**src/rtl/fetch_stage_pkg.sv**
```systemverilog
// Shared definitions for the instruction fetch stage.
package fetch_stage_pkg;

  localparam int unsigned FETCH_COUNT_WIDTH = 16;

  // Fetch control state: BOOT inserts one bubble after reset, RUN fetches.
  typedef enum logic {
    BOOT = 1'b0,
    RUN  = 1'b1
  } fsm_state_e;

  // MIPS nop (sll $0,$0,0) used as the bubble instruction.
  localparam logic [31:0] NOP = 32'h0000_0000;

  // Default start of the text segment.
  localparam logic [31:0] DEFAULT_TEXT_BASE = 32'h0040_0000;

endpackage : fetch_stage_pkg

```
**src/rtl/fetch_stage_if_id.sv**
```systemverilog
// IF/ID pipeline register: clear (bubble) beats enable (hold when low).
module if_id_register
  import fetch_stage_pkg::*;
#(
  parameter int unsigned DATA_WIDTH = 32
) (
  input  logic                  clk,
  input  logic                  reset,
  input  logic                  enable,
  input  logic                  clear,
  input  logic [DATA_WIDTH-1:0] instr_i,
  input  logic [DATA_WIDTH-1:0] pcplus4_i,
  output logic [DATA_WIDTH-1:0] instr_o,
  output logic [DATA_WIDTH-1:0] pcplus4_o,
  output logic                  valid_o
);

  logic [DATA_WIDTH-1:0] instr_q, instr_d;
  logic [DATA_WIDTH-1:0] pcplus4_q, pcplus4_d;
  logic                  valid_q, valid_d;

  // Next contents: bubble on clear, new instruction on enable, else hold.
  always_comb begin
    instr_d   = instr_q;
    pcplus4_d = pcplus4_q;
    valid_d   = valid_q;
    if (clear) begin
      instr_d   = DATA_WIDTH'(NOP);
      pcplus4_d = '0;
      valid_d   = 1'b0;
    end else if (enable) begin
      instr_d   = instr_i;
      pcplus4_d = pcplus4_i;
      valid_d   = 1'b1;
    end
  end

  // Register update with asynchronous clear to a bubble.
  always_ff @(posedge clk or negedge reset) begin
    if (!reset) begin
      instr_q   <= DATA_WIDTH'(NOP);
      pcplus4_q <= '0;
      valid_q   <= 1'b0;
    end else begin
      instr_q   <= instr_d;
      pcplus4_q <= pcplus4_d;
      valid_q   <= valid_d;
    end
  end

  assign instr_o   = instr_q;
  assign pcplus4_o = pcplus4_q;
  assign valid_o   = valid_q;

endmodule : if_id_register

```
**src/rtl/fetch_stage.sv**
```systemverilog
// Instruction fetch stage: PC register, redirect mux, IF/ID register, fetch counter.
module fetch_stage
  import fetch_stage_pkg::*;
#(
  parameter int unsigned           DATA_WIDTH   = 32,
  parameter logic [DATA_WIDTH-1:0] TEXT_BASE    = DATA_WIDTH'(DEFAULT_TEXT_BASE),
  parameter int unsigned           MEMORY_DEPTH = 32
) (
  input  logic                         clk,
  input  logic                         reset,
  input  logic                         Stall,
  input  logic                         Flush,
  input  logic                         BranchTaken,
  input  logic [DATA_WIDTH-1:0]        BranchTarget,
  input  logic [DATA_WIDTH-1:0]        Instruction_i,
  output logic [DATA_WIDTH-1:0]        MemAddress_o,
  output logic [DATA_WIDTH-1:0]        PC_o,
  output logic [DATA_WIDTH-1:0]        IF_ID_Instruction_o,
  output logic [DATA_WIDTH-1:0]        IF_ID_PCPlus4_o,
  output logic                         IF_ID_Valid_o,
  output logic [FETCH_COUNT_WIDTH-1:0] FetchCount_o
);

  fsm_state_e                   state_q, state_d;
  logic [DATA_WIDTH-1:0]        pc_q, pc_d;
  logic [FETCH_COUNT_WIDTH-1:0] count_q, count_d;
  logic [DATA_WIDTH-1:0]        pc_plus4_c;
  logic                         ifid_clear_c;
  logic                         pc_in_text_c;
  logic                         unused_ok_c;

  assign pc_plus4_c   = pc_q + DATA_WIDTH'(4);
  assign MemAddress_o = pc_q - TEXT_BASE;

  // Out-of-range fetch proceeds unchanged; the window flag is informational only.
  assign pc_in_text_c = (MemAddress_o < DATA_WIDTH'(4 * MEMORY_DEPTH));
  assign unused_ok_c  = ^{BranchTarget[1:0], pc_in_text_c};

  // Next state, next PC, IF/ID clear and fetch count.
  always_comb begin
    state_d      = state_q;
    pc_d         = pc_q;
    count_d      = count_q;
    ifid_clear_c = 1'b0;
    case (state_q)
      BOOT: begin
        state_d      = RUN;
        pc_d         = TEXT_BASE;
        ifid_clear_c = 1'b1;
      end
      RUN: begin
        if (BranchTaken) begin
          pc_d = {BranchTarget[DATA_WIDTH-1:2], 2'b00};
        end else if (!Stall) begin
          pc_d = pc_plus4_c;
        end
        ifid_clear_c = Flush | BranchTaken;
        if (!ifid_clear_c && !Stall) begin
          count_d = count_q + FETCH_COUNT_WIDTH'(1);
        end
      end
      default: begin
        state_d      = BOOT;
        ifid_clear_c = 1'b1;
      end
    endcase
  end

  // State, PC and counter registers.
  always_ff @(posedge clk or negedge reset) begin
    if (!reset) begin
      state_q <= BOOT;
      pc_q    <= TEXT_BASE;
      count_q <= '0;
    end else begin
      state_q <= state_d;
      pc_q    <= pc_d;
      count_q <= count_d;
    end
  end

  assign PC_o         = pc_q;
  assign FetchCount_o = count_q;

  if_id_register #(
    .DATA_WIDTH (DATA_WIDTH)
  ) u_if_id (
    .clk       (clk),
    .reset     (reset),
    .enable    (~Stall),
    .clear     (ifid_clear_c),
    .instr_i   (Instruction_i),
    .pcplus4_i (pc_plus4_c),
    .instr_o   (IF_ID_Instruction_o),
    .pcplus4_o (IF_ID_PCPlus4_o),
    .valid_o   (IF_ID_Valid_o)
  );

endmodule : fetch_stage

```
**config.mk**
```make
export PLATFORM = sky130hd
export DESIGN_NAME = fetch_stage
export DESIGN_NICKNAME = d
export VERILOG_FILES = /design/src/rtl/fetch_stage_pkg.sv /design/src/rtl/fetch_stage_if_id.sv /design/src/rtl/fetch_stage.sv
export SDC_FILE = /design/constraint.sdc
export NUM_CORES = 1
export LEC_CHECK = 0
export CAP_MARGIN = 0
export CORE_ASPECT_RATIO = 1.4
export CORE_MARGIN = 10
export CORE_UTILIZATION = 50
export CTS_BUF_LIST = sky130_fd_sc_hd__clkbuf_8
export DETAILED_ROUTE_END_ITERATION = 12
export GPL_TIMING_DRIVEN = 0
export HOLD_SLACK_MARGIN = 0.1
export PLACE_DENSITY = 0.95
export RECOVER_POWER = 50
export SKIP_LAST_GASP = 1
export SLEW_MARGIN = 20
export SYNTH_ARGS = -nofsm -noshare
export SYNTH_HDL_FRONTEND = slang
export SYNTH_SLANG_ARGS = --single-unit
```
**constraint.sdc**
```tcl
create_clock -name clk -period 4.3 [get_ports clk]
set_input_delay 0.43 -clock clk [delete_from_list [all_inputs] [get_ports clk]]
set_output_delay 0.43 -clock clk [all_outputs]
set_load 0.02 [all_outputs]
```
# == After elaboration in Yosys (flattened, before gate mapping) ==
# Index checks and enable logic that the tools add are counted.
# word_totals
reg_bits,114
input_bits,69
elab_cells,26
output_inout_bits,145
# classes
reduce_logical,4
eq_ne,2
add_sub_neg,3
muxes,9
n_bitwise,2
# ops
op,count
32-bit two-way mux,5
32-bit case mux with 2 select lines,1
"32-bit by 3-bit adder with 32-bit output, second input constant",1
"32-bit by 23-bit subtractor with 32-bit output, second input constant",1
"16-bit by 1-bit adder with 16-bit output, second input constant",1
"3-bit != test, second input constant",1
1-bit zero test,2
1-bit two-way mux,2
"2-bit by 1-bit != test with 1-bit output, second input constant",1
1-bit case mux with 2 select lines,1
2-bit AND reduction,1
1-bit logical AND,1
1-bit inverter,1
1-bit OR,1

# == Longest topological paths before layout ==
# depth
word_depth,4
ltp_mapped,7
mapped_depth_nobuf,6

# == Cells and area by module ==
# From an unflattened synthesis, not the netlist that was laid out.
# unflattened
cells_unflattened,618
area_unflattened_um2,6184.7
# by_module_without_submodules
mod,cells_each,instances,seq_area_each_um2,area_per_inst_um2
fetch_stage,409,1,1177.4,3547.2
if_id_register,209,1,1626.6,2637.5

# == Least setup slack after synthesis ==
# OpenSTA, ideal clock, no wires.
# synth_path
kind,register -> register
start,"reg pc_q[2], in the netlist PC_o[2]"
end,"reg pc_q[26], in the netlist PC_o[26]"
stages_incl_launch_ff,7
setup_time_ps,82
required_time_ps,4218
arrival_time_ps,2178
n_path_buf,0
period_less_slack_ps,2260
setup_slack_ps,2040
path_cell_list,dfrtp_1 > ha_1 > and3_1 > nand4_1 > or4_4 > or3_1 > a31oi_1
# synth_via
elab_chain_len,4
# synth_lines
element,line_no,rtl
start: declaration,fetch_stage.sv:25,"logic [DATA_WIDTH-1:0] pc_q, pc_d;"
start signal: assignment,fetch_stage.sv:77,pc_q <= pc_d;
32-bit by 3-bit adder with 32-bit output,fetch_stage.sv:32,assign pc_plus4_c = pc_q + DATA_WIDTH'(4);
32-bit two-way mux,fetch_stage.sv:54,end else if (!Stall) begin
32-bit two-way mux,fetch_stage.sv:52,if (BranchTaken) begin
32-bit case mux with 2 select lines,fetch_stage.sv:45,case (state_q)
# Every way passes these cells. The select of a mux whose other input is x is not followed.
# A chain may end at the register's enable or synchronous reset.

# == Worst setup path after layout ==
# layout_path
start,"reg pc_q[24], in the netlist PC_o[24]"
end,out MemAddress_o[31]
# layout_via
elab_chain_len,1
# layout_lines
element,line_no,rtl
32-bit by 23-bit subtractor with 32-bit output,fetch_stage.sv:33,assign MemAddress_o = pc_q - TEXT_BASE;
end: declaration,fetch_stage.sv:16,"output logic [DATA_WIDTH-1:0] MemAddress_o,"
# Every way passes these cells.

==> flow_summary.ini <==
[outcome]
status = finished, violations left
violations = capacitance limit, slew limit

[floorplan]
io_pins = 214
die_h_um = 147.7
rows = 46
fp.dieW_um = 111.2
initial_core_util_pct = 51.12
core_um2 = 11400
dieArea_um2 = 16430

[power]
cellPowerDensity_nw_per_um2 = 279.1
ir_drop_v = 0.0001641
cellLeakagePower_nw = 3.661
total_power_mw = 2.314

[routing]
drc = 0
final_antenna_net_count = 0
drtIter0Drc = 282
wl_per_cell_um = 19.31
wirelength_um = 18890
via_count = 5390
dr.pass1.iters = 5
routed_via_density = 5.511

[critical_path]
worstPathRequired_ns = 3.87
path_class = flip-flop to output port
slowest_stage = clkdlybuf4s50_1
path_common_cell = nor3_1
cp-end-kind = output port
arrival_ns = 2.57
worst_r2r_path_depth = 6
timing.rr.end = PC_o[28]$_DFFE_PN0P_
reg2reg_slack_ns = 1.75
cp-start-kind = flip-flop
path_cells = clkbuf_1 -> nor3_1 -> nand3_1 -> nor3_1 -> xor2_1 -> clkdlybuf4s50_1
crit_fanout = 10
reg2reg_from = PC_o[2]$_DFFE_PN0P_
worst_path_largest_cell_delay_ns = 0.62

[layout]
area_growth_syn_to_layout_pct = 42.35
seq_area_um2 = 2754
final_cells = 978
diodes = 0
post-route-util_pct = 72.77
nNetsFinal = 902
design_area_um2 = 8293
fillers = 824
drive_gt1_share_pct = 8.633
multiInputGateArea_um2 = 2671

[grt]
grt_pass1_vias = 5712
track_usage_pct = 22.26
antenna_found_initial = 0
grt_pass1_wl_um = 29920
gr-total-overflow = 0
grt_max_degree = 78

[synthesis]
synth_area_um2 = 5826
synth.most_common_cell = dfrtp_1
yosys-top-cells-area = dfrtp_1 47%, xnor2_1 7.5%, mux2i_1 5.8%
yosysTopAreaCell = dfrtp_1
yosysWarnings = 0
synth_cell_types = 50
synth_edf_count = 0
synth_top_area_share_pct = 46.82
synth_common_cells = 109 x dfrtp_1, 66 x nor2_1, 55 x o21ai_0
syn_area_per_cell_um2 = 9.613
ys_seq_area_share_pct = 47.27
syn_inst = 606
synthArstFlopShare_pct = 100.0
synth-main-ff-cell = dfrtp_1
ys_seq_elements = 110

[placement]
dpl_cell_area_um2 = 8105
place_inst = 961
io_buffers = 205
hpwl_um = 14820
globalplace.congestion = 0.8803

[worst_hold_path]
hold_depth = 1
hp-start = FetchCount_o[15]$_DFFE_PN0P_
min_to = FetchCount_o[15]$_DFFE_PN0P_
min_path_type = flip-flop to flip-flop

[clock_tree]
cts_tree = built
ctsResizeCount = 0
cts_sinks = 110
clk_latency_ns = 0.39
cts_buffers = 9
htreeDepth = 3
clockBufferDepth = 2
post-cts-setup-buffers = 0
root_buffer = clkbuf_8
clk_pin_slew_ns = 0.11

[timing]
grt_setup_unrepaired = false
slew_headroom_pct = -32.42
slew_viol_final = 34
tightestPinTransition_ns = 1.986
fin_crit_sh_pct = 69.65
finalClockSkew_ns = 0.01128
period_minus_slack_ns = 2.995
hold_violations = 0
fin_hold_ws_ns = 0.4927
finalSetupViolations = 0
fmax_mhz = 333.9

[job]
cap_violations = 1
-- through the flow --
stage | TNS [ns] | setup slack (ns)
2_1_floorplan | 0 | 2.040
3_3_place_gp | -147.25 | -1.360
3_5_place_dp | 0 | 1.229
4_1_cts | 0 | 1.276
5_1_grt | 0 | 1.108
6_report | 0 | 1.305
-- cell type report --
type                       count  share of cell area (%)
multi-input combinational    422                   32.21
clock inverter                 6                  0.6488
inverter                      10                  0.4526
buffer                        69                   4.526
clock buffer                  10                   1.660
sequential                   110                   33.21
tap                          144                   2.173
timing repair buffer         207                   25.12
-- repair_timing --
| action | 4_1_cts | 5_1_grt |
|---|---|---|
| hold buffers | 1 | 0 |
| endpoints found under the hold margin | 32 | 0 |
| endpoints found under the setup margin | 0 | 0 |
-- logic make-up (layout without fill, tap and decap cells) --
logic type      count (synthesis)  in the layout  share of synthesized area (%)
simple gates                  194            194                          17.76
mux                            35             35                          6.035
compound gates                111            111                          10.18
fa+ha+maj                       4              4                         0.8591
buf+inv                        79            302                          7.088
other cells                     2              7                         0.1289
xor+xnor                       71             71                          10.67
flops                         110            110                          47.27
-- critical path: cells and delay by family, from the launching register on --
family,cells,cell delay (ns)
xor+xnor,1,0.16
simple gates,3,0.72
buf+inv,2,0.88
flops,1,0.42
-- routing by layer --
layer  vias to the layer above  share of wire, %  track usage [%]
li1                       2493                 -                -
met1                      2616                36            23.15
met2                       235                52            40.10
met3                        46               8.2            7.412
met4                         0               3.5            9.021
met5                         -                 0                0
-- worst max-delay path by stage --
stage                                     from                               to  slack, ns
final                     PC_o[24]$_DFFE_PN0P_                 MemAddress_o[31]       1.30
after global routing      PC_o[25]$_DFFE_PN0P_                 MemAddress_o[31]       1.11
after floorplan            PC_o[2]$_DFFE_PN0P_             PC_o[26]$_DFFE_PN0P_       2.04
after detailed placement                 Stall  u_if_id.instr_o[22]$_DFFE_PN0P_       1.23
after CTS                 PC_o[24]$_DFFE_PN0P_                 MemAddress_o[31]       1.28
after global placement                   reset  u_if_id.instr_o[14]$_DFFE_PN0P_      -1.36
-- sequential cells by signal, summed over array words and instances, names as in the netlist --
register	cells
u_if_id.pcplus4_o	30
FetchCount_o	16
u_if_id.instr_o	32
u_if_id.valid_o	1
state_q	1
PC_o	30
-- where the power goes --
group	total [mW]	switching [mW]	internal [mW]
Clock	0.627	0.389	0.238
Combinational	0.541	0.281	0.261
Sequential	1.15	0.0652	1.08
-- cell usage in the layout (no fill, tap or decap), types with 9 or more instances in the layout --
cell type and count:
clkdlybuf4s50_1 138, dfrtp_1 109, dlygate4sd3_1 67, nor2_1 66, o21ai_0 55, xnor2_1 50
a21oi_1 44, mux2i_1 34, clkbuf_1 32, nand2_1 29, buf_4 26, xor2_1 21
nor3_1 20, nand3_1 15, nand4_1 15, clkbuf_8 10, inv_1 9, buf_2 9
Note: power is estimated with default switching activity, not from simulation.
